--- src/rtl/spi_hk_reader.sv ---
// Housekeeping ADC reader: each rising edge of int_req triggers a burst of SPI
// mode-0 read frames. Captured words go into a small bank that the host reads back.
module spi_hk_reader #(
  parameter int unsigned CLK_DIV   = 50,
  parameter int unsigned WORD_BITS = 16,
  parameter int unsigned NUM_WORDS = 4,
  parameter logic [31:0] CMD_BASE  = 32'h0000_8000,
  parameter int unsigned GAP_CYC   = 20,
  localparam int unsigned AW = (NUM_WORDS > 1) ? $clog2(NUM_WORDS) : 1
) (
  input  logic                 clk,
  input  logic                 rst,
  input  logic                 int_req,
  output logic                 sclk,
  output logic                 cs_n,
  output logic                 mosi,
  input  logic                 miso,
  input  logic [AW-1:0]        rd_addr,
  output logic [WORD_BITS-1:0] rd_data,
  output logic                 busy,
  output logic                 done,
  output logic [15:0]          seq_count,
  output logic [7:0]           overrun_cnt
);

  localparam int unsigned CNT_MAX = (CLK_DIV > GAP_CYC) ? CLK_DIV : GAP_CYC;
  localparam int unsigned CW      = $clog2(CNT_MAX + 1);
  localparam int unsigned BW      = $clog2(WORD_BITS + 1);

  typedef enum logic [2:0] {S_IDLE, S_SETUP, S_SHIFT, S_END, S_GAP, S_DONE} state_t;

  state_t               state, state_nxt;
  logic [CW-1:0]        div_cnt, div_nxt;
  logic [BW-1:0]        rise_cnt, rise_nxt;
  logic [AW-1:0]        idx, idx_nxt;
  logic [WORD_BITS-1:0] tx_sh, tx_nxt;
  logic [WORD_BITS-1:0] rx_sh, rx_nxt;
  logic [WORD_BITS-1:0] load_cmd;
  logic                 sclk_nxt, cs_n_nxt;
  logic [15:0]          seq_nxt;
  logic [7:0]           ovr_nxt;
  logic                 int_d1;
  logic                 req_rise;
  logic [WORD_BITS-1:0] bank [NUM_WORDS];

  assign req_rise = int_req & ~int_d1;
  // The MSB of the command shift register is the registered MOSI line.
  assign mosi     = tx_sh[WORD_BITS-1];

  // Next-state and next-output logic
  always_comb begin
    state_nxt = state;
    div_nxt   = div_cnt;
    rise_nxt  = rise_cnt;
    idx_nxt   = idx;
    tx_nxt    = tx_sh;
    rx_nxt    = rx_sh;
    sclk_nxt  = sclk;
    cs_n_nxt  = cs_n;
    seq_nxt   = seq_count;
    ovr_nxt   = overrun_cnt;
    load_cmd  = '0;

    if (req_rise && state != S_IDLE && overrun_cnt != 8'hFF)
      ovr_nxt = overrun_cnt + 8'd1;

    case (state)
      S_IDLE: begin
        if (req_rise) begin
          load_cmd  = WORD_BITS'(CMD_BASE);
          state_nxt = S_SETUP;
          idx_nxt   = '0;
          div_nxt   = '0;
          cs_n_nxt  = 1'b0;
          sclk_nxt  = 1'b0;
          tx_nxt    = load_cmd;
        end
      end
      S_SETUP: begin
        if (div_cnt == CW'(CLK_DIV - 1)) begin
          state_nxt = S_SHIFT;
          div_nxt   = '0;
          sclk_nxt  = 1'b1;
          rise_nxt  = BW'(1);
          rx_nxt    = {rx_sh[WORD_BITS-2:0], miso};
        end else begin
          div_nxt = div_cnt + CW'(1);
        end
      end
      S_SHIFT: begin
        if (div_cnt == CW'(CLK_DIV - 1)) begin
          div_nxt = '0;
          if (sclk) begin
            sclk_nxt = 1'b0;
            tx_nxt   = {tx_sh[WORD_BITS-2:0], 1'b0};
          end else if (rise_cnt == BW'(WORD_BITS)) begin
            // final low half-period was the hold time
            state_nxt = S_END;
            cs_n_nxt  = 1'b1;
            tx_nxt    = '0;
          end else begin
            sclk_nxt = 1'b1;
            rise_nxt = rise_cnt + BW'(1);
            rx_nxt   = {rx_sh[WORD_BITS-2:0], miso};
          end
        end else begin
          div_nxt = div_cnt + CW'(1);
        end
      end
      S_END: begin
        div_nxt = '0;
        if (idx == AW'(NUM_WORDS - 1)) begin
          state_nxt = S_DONE;
          seq_nxt   = seq_count + 16'd1;
        end else begin
          state_nxt = S_GAP;
        end
      end
      S_GAP: begin
        if (div_cnt == CW'(GAP_CYC - 1)) begin
          load_cmd  = WORD_BITS'(CMD_BASE + 32'(idx) + 32'd1);
          state_nxt = S_SETUP;
          div_nxt   = '0;
          idx_nxt   = idx + AW'(1);
          cs_n_nxt  = 1'b0;
          tx_nxt    = load_cmd;
        end else begin
          div_nxt = div_cnt + CW'(1);
        end
      end
      S_DONE:  state_nxt = S_IDLE;
      default: state_nxt = S_IDLE;
    endcase
  end

  // State, datapath and output registers
  always_ff @(posedge clk or posedge rst) begin
    if (rst) begin
      state       <= S_IDLE;
      div_cnt     <= '0;
      rise_cnt    <= '0;
      idx         <= '0;
      tx_sh       <= '0;
      rx_sh       <= '0;
      sclk        <= 1'b0;
      cs_n        <= 1'b1;
      busy        <= 1'b0;
      done        <= 1'b0;
      seq_count   <= '0;
      overrun_cnt <= '0;
      int_d1      <= 1'b0;
      rd_data     <= '0;
      bank        <= '{default: '0};
    end else begin
      state       <= state_nxt;
      div_cnt     <= div_nxt;
      rise_cnt    <= rise_nxt;
      idx         <= idx_nxt;
      tx_sh       <= tx_nxt;
      rx_sh       <= rx_nxt;
      sclk        <= sclk_nxt;
      cs_n        <= cs_n_nxt;
      busy        <= (state_nxt != S_IDLE);
      done        <= (state_nxt == S_DONE);
      seq_count   <= seq_nxt;
      overrun_cnt <= ovr_nxt;
      int_d1      <= int_req;
      rd_data     <= bank[rd_addr];
      if (state == S_END)
        bank[idx] <= rx_sh;
    end
  end

endmodule
--- config.mk ---
export PLATFORM = sky130hd
export DESIGN_NAME = spi_hk_reader
export DESIGN_NICKNAME = d
export VERILOG_FILES = /design/src/rtl/spi_hk_reader.sv
export SDC_FILE = /design/constraint.sdc
export NUM_CORES = 1
export LEC_CHECK = 0
export ABC_CLOCK_PERIOD_IN_PS = 7770
export BUFFER_PORTS_ARGS = -buffer_cell sky130_fd_sc_hd__clkbuf_2
export CAP_MARGIN = 25
export CORE_MARGIN = 2
export CORE_UTILIZATION = 30
export DETAILED_ROUTE_END_ITERATION = 12
export MAX_ROUTING_LAYER = met4
export PLACE_DENSITY_LB_ADDON = 0.3
export SETUP_SLACK_MARGIN = 0.15
export SYNTH_ARGS = -nofsm -noshare
export SYNTH_HDL_FRONTEND = slang
export SYNTH_SLANG_ARGS = --single-unit
--- constraint.sdc ---
create_clock -name clk -period 7.77 [get_ports clk]
set_input_delay 1.554 -clock clk [delete_from_list [all_inputs] [get_ports clk]]
set_output_delay 1.554 -clock clk [all_outputs]
set_load 0.02 [all_outputs]
# After elaboration in Yosys (flattened, before gate mapping)
# Cells that the tools add are included.
word_totals:
  ff_bits: 157
  inputBits: 6
  output_inout_bits: 45
classes:
  add_sub_neg: 7
  magnitude_cmp: 3
  eq_ne: 18
  mux: 48
  bitwise: 4
  n_reduce_logical: 19
op_table:
  columns: ["op", "n"]
  rows:
  - ["two-way mux 16 bit", 12]
  - ["bitwise mux 64 bit", 1]
  - ["one-hot mux 16 bit (3 select lines)", 1]
  - ["adder 16 x 1 -> 16 bit (second input constant)", 2]
  - ["binary-select mux 16 bit (select 2 bit)", 1]
  - ["demux 16 bit (select 2 bit)", 1]
  - ["one-hot mux 16 bit (2 select lines)", 1]
  - ["one-hot mux 6 bit (4 select lines)", 1]
  - ["two-way mux 5 bit", 4]
  - ["two-way mux 3 bit", 6]
  - ["two-way mux 6 bit", 3]
  - ["adder 16 x 2 -> 16 bit (first input constant)", 1]
  - ["one-hot mux 3 bit (5 select lines)", 1]
  - ["inequality test 2 bit (second input constant)", 7]
  - ["nonzero test 3 bit", 4]
  - ["two-way mux 1 bit", 10]
  - ["one-hot mux 5 bit (2 select lines)", 1]
  - ["AND reduction 5 bit", 2]
  - ["adder 8 x 1 -> 8 bit (second input constant)", 1]
  - ["inequality test 8 bit (second input constant)", 1]
  - ["adder 6 x 1 -> 6 bit (second input constant)", 1]
  - ["== test 3 x 2 -> 1 bit (second input constant)", 2]
  - ["== test 3 bit (second input constant)", 2]
  - ["== test 6 x 5 -> 1 bit (second input constant)", 1]
  - ["24 further kinds", 32]

# Longest topological paths before layout
depth:
  ltp_word: 6
  ltp_mapped: 8

# Least setup slack after synthesis
# No wires, ideal clock.
synth_timing:
  kind: "input port to flip-flop"
  start: "input port rd_addr[0]"
  end: "register rd_data[10]"
  setup_time_ns: 0.138
  arrival_ns: 2.783
  setup_slack_ns: 4.849
  path_stages: 3
  path_buffers: 2
  path_cell_list: "clkbuf_1 -> buf_2 -> mux4_2"
synth_between:
  elab_chain_len: 4
synth_rtl:
  columns: ["element", "line", "source"]
  rows:
  - ["from (decl)", "18", "input logic [AW-1:0] rd_addr,"]
  - ["NOT 2 -> 3 bit (implied by the code)", "168", "rd_data <= bank[rd_addr];"]
  - ["binary-select mux 16 bit (select 2 bit)", "168", null]
  - ["two-way mux 16 bit (implied by the code) (2 in a row)", "168", null]
  - ["to (signal assigned)", "168", null]
  - ["to (decl)", "19", "output logic [WORD_BITS-1:0] rd_data,"]
# No other way between the ends. The select of a mux whose other input is x is not followed.
# A chain may end at the register's enable or synchronous reset.

# Worst setup path in the final report
layout_timing:
  start: "input port int_req"
  end: "register tx_sh[0]"
layout_between:
  elab_chain_len: 3
layout_rtl:
  columns: ["element", "line", "source"]
  rows:
  - ["from (decl)", "13", "input logic int_req,"]
  - ["AND 1 bit", "46", "assign req_rise = int_req & ~int_d1;"]
  - ["inequality test 2 bit (no line)", null, null]
  - ["AND reduction 5 bit (no line)", null, null]
  - ["to (signal assigned)", "159", "tx_sh <= tx_nxt;"]
  - ["to (decl)", "36", "logic [WORD_BITS-1:0] tx_sh, tx_nxt;"]
# No other way between the ends.

==> flow_metrics.env <==
export IMPL_status="completed"
export IMPL_grt_pass1_vias=4512
export IMPL_crit_arrival_ns=3.32
export IMPL_vias=4352
export IMPL_drtPass1Iterations=4
export IMPL_period_minus_slack_ns=3.00
export IMPL_min_from="cs_n"
export IMPL_hold_worst_slack_ns=0.464
export IMPL_drc=0
export IMPL_critPathBufInv=1
export IMPL_root_buffer="clkbuf_16"
export IMPL_fmax_ghz=0.333
export IMPL_dp_hpwl_um=8980
export IMPL_hold_buffers=0
export IMPL_cp_max_fo=15
export IMPL_cts_sinks=157
export IMPL_gp_congestion=0.806
export IMPL_drt_wl_total_um=14100
export IMPL_rrSetupSlack_ns=5.07
export IMPL_cts_setup_buffers=0
export IMPL_post_route_period_util=0.386
export IMPL_ioPinCount=51
export IMPL_cp_top_family="compound AO/OA/AOI/OAI gates"
export IMPL_cts_clk_slew_worst_paths_ns=0.07
export IMPL_use_met1=0.168
export IMPL_reg2reg_to="tx_sh[0]"
export IMPL_r2r_worst_path_cells=6
export IMPL_tns_ns=0
export IMPL_hold_path_end="cs_n"
export IMPL_final_common_cell="dfrtp_1"
export IMPL_postLayoutCoreUtil=0.356
export IMPL_ys_ff_latch=157
export IMPL_groute_usage_overall=0.130
export IMPL_busiest_layer="met2"
export IMPL_yosys_warnings=0
export IMPL_rows=55
export IMPL_ys_types=54
export IMPL_fin_nets=611
export IMPL_min_path_cells=2
export IMPL_synthArstFlopShare=1.00
export IMPL_power_leakage_nw=3.95
export IMPL_syn_area_per_cell_um2=12.6
export IMPL_htree_levels=4
export IMPL_ff_latch_area_um2=3930
export IMPL_placed_cell_area_um2=7390
export IMPL_grt_pass1_wl_um=24000
export IMPL_p_total_mw=1.79
export IMPL_core_um2=22600
export IMPL_wl_per_cell_um=15.8
export IMPL_synthAdderAreaFrac=0.0182
export IMPL_syn_area_um2=6880
export IMPL_n_antenna_cell=0
export IMPL_grt_met2_usage=0.197
export IMPL_initial_core_util=0.305
export IMPL_hold_viol_final=0
export IMPL_antenna_found_initial=0
export IMPL_drive_above_1_share=0.293
export IMPL_hp_class="reg -> reg"
export IMPL_cts_made_buffers=17
export IMPL_timing_rr_start="rise_cnt[0]"
export IMPL_fin_ws_ns=4.77
export IMPL_tritoncts="built"
export IMPL_dp_slack_ns=4.31
export IMPL_critPathMaxStageDelay_ns=0.76
export IMPL_cp_cell_sequence="clkbuf_2, nor2b_1, o21ai_0, a211oi_4, mux2_1"
export IMPL_slew_headroom=0.371
export IMPL_synth_edff_count=0
export IMPL_maxSlewViolCount=0
export IMPL_max_clock_path_buffers=2
export IMPL_setup_viol=0
export IMPL_p_per_area_nw_per_um2=223
export IMPL_synth_simple_area_share=0.119
export IMPL_die_area_um2=24200
export IMPL_area_growth_pct=16.8
export IMPL_port_buffers=50
export IMPL_final_cell_mix="156 x dfrtp_1, 83 x nand2_1, 65 x mux2_2"
export IMPL_synthXorXnorAreaFrac=0.0280
export IMPL_drt_initial_drc_count=252
export IMPL_dp_cells=860
export IMPL_grt_ovfl_total=0
export IMPL_die_h_um=155
export IMPL_rsz0062_at_grt="false"
export IMPL_tightest_slew_ns=0.941
export IMPL_die_w_um=155
export IMPL_routed_via_density=4.87
export IMPL_num_fill_cells=2194
export IMPL_post_route_cell_area_um2=8040
export IMPL_cap_viol_max_count=0
export IMPL_startpoint_type="primary input"
export IMPL_critPathCaptureType="flip-flop"
export IMPL_ant_nets=0
export IMPL_syn_num_nets=562
export IMPL_cts_resized_gates=0
export IMPL_clock_latency_ns=0.44
export IMPL_worstSetupPathType="in -> reg"
export IMPL_vdd_ir_drop_max_mv=0.215
export IMPL_synth_ff_type="dfrtp_1"
export IMPL_grt_max_degree=80
export IMPL_stdcell_count=893
export IMPL_cp_slowest_cell="a211oi_4"
export IMPL_synthMuxAreaShare=0.187
export IMPL_skew_ns=0.0114
export IMPL_multi_input_area_um2=2740
export IMPL_synth_top_family_by_area="multiplexers"
export IMPL_syn_inst=546
export IMPL_synth_compound_area_frac=0.0460
export IMPL_synth_yosys_seq_area_share=0.571
export IMPL_required_ns=8.09
export IMPL_grtUsageMet3=0.0359
[tightest hold or removal path, stage by stage (launching register included)]
cell and delay, ns:
dfstp_2 0.37, inv_1 0.04, a21oi_1 0.05
[cell usage after synthesis (all sizes together) (2+ instances only)]
cell / instances / area share
dfrtp: 156 / 0.57
nand2: 83 / 0.045
mux2: 70 / 0.11
inv: 25 / 0.014
mux4: 16 / 0.052
xnor2: 16 / 0.020
clkbuf: 15 / 0.0082
mux2i: 14 / 0.020
nor2: 14 / 0.0087
nand3: 11 / 0.0080
nand4: 11 / 0.010
ha: 10 / 0.018
nor3: 10 / 0.0080
a21oi: 9 / 0.0065
o31ai: 9 / 0.0098
a211oi: 8 / 0.011
buf: 8 / 0.0089
and2: 6 / 0.0055
xor2: 6 / 0.0076
o22ai: 5 / 0.0045
or4: 5 / 0.0055
o21ai: 4 / 0.0029
nand2b: 3 / 0.0027
or2: 3 / 0.0027
a21o: 2 / 0.0022
a31o: 2 / 0.0025
and3: 2 / 0.0018
and4: 2 / 0.0025
nand4bb: 2 / 0.0033
nor3b: 2 / 0.0022
nor4: 2 / 0.0018
or3: 2 / 0.0018
[layer usage]
layer  wire length (µm)  share of wire
met5                  0              0
met4                187          0.013
met3                488          0.035
met2               6920           0.49
met1               6530           0.46
[registers in the layout, summed over array words and instances (netlist names)]
register / count
rx_sh: 16
state: 3
sclk: 1
overrun_cnt: 8
done: 1
div_cnt: 6
idx: 2
seq_count: 16
cs_n: 1
rise_cnt: 5
busy: 1
tx_sh: 16
int_d1: 1
rd_data: 16
bank: 64
[final cells by class]
cell class | count | share of cell area
inverter | 25 | 0.0123
clock buffer | 17 | 0.0529
multi-input combinational | 341 | 0.341
clock inverter | 15 | 0.0238
timing repair buffer | 53 | 0.0364
tap | 285 | 0.0444
sequential | 157 | 0.489
[cells by family (layout without fill, tap and decap cells)]
kind of cell | count (synthesis) | count (layout)
buf+inv | 48 | 110
xor+xnor | 22 | 22
mux | 100 | 100
fa+ha+maj | 10 | 10
flops | 157 | 157
simple gates | 164 | 164
compound gates | 45 | 45
[worst max-delay path by stage]
stage	start	end	slack, ns	depth (start not counted)
after CTS	int_req	tx_sh[0]	4.78	5
after detailed placement	int_req	tx_sh[0]	4.31	5
after global placement	int_req	tx_sh[2]	4.40	5
after floorplan	rst	bank[0]	1.98	1
final	int_req	tx_sh[0]	4.77	5
after global routing	int_req	tx_sh[2]	4.66	5
[report_power, final]
part / switching, mW / internal [mW]
clock: 0.389 / 0.464
sequential: 0.0177 / 0.832
combinational: 0.0554 / 0.0312
total: 0.462 / 1.33
No activity file was read; power rests on OpenSTA's default activity.
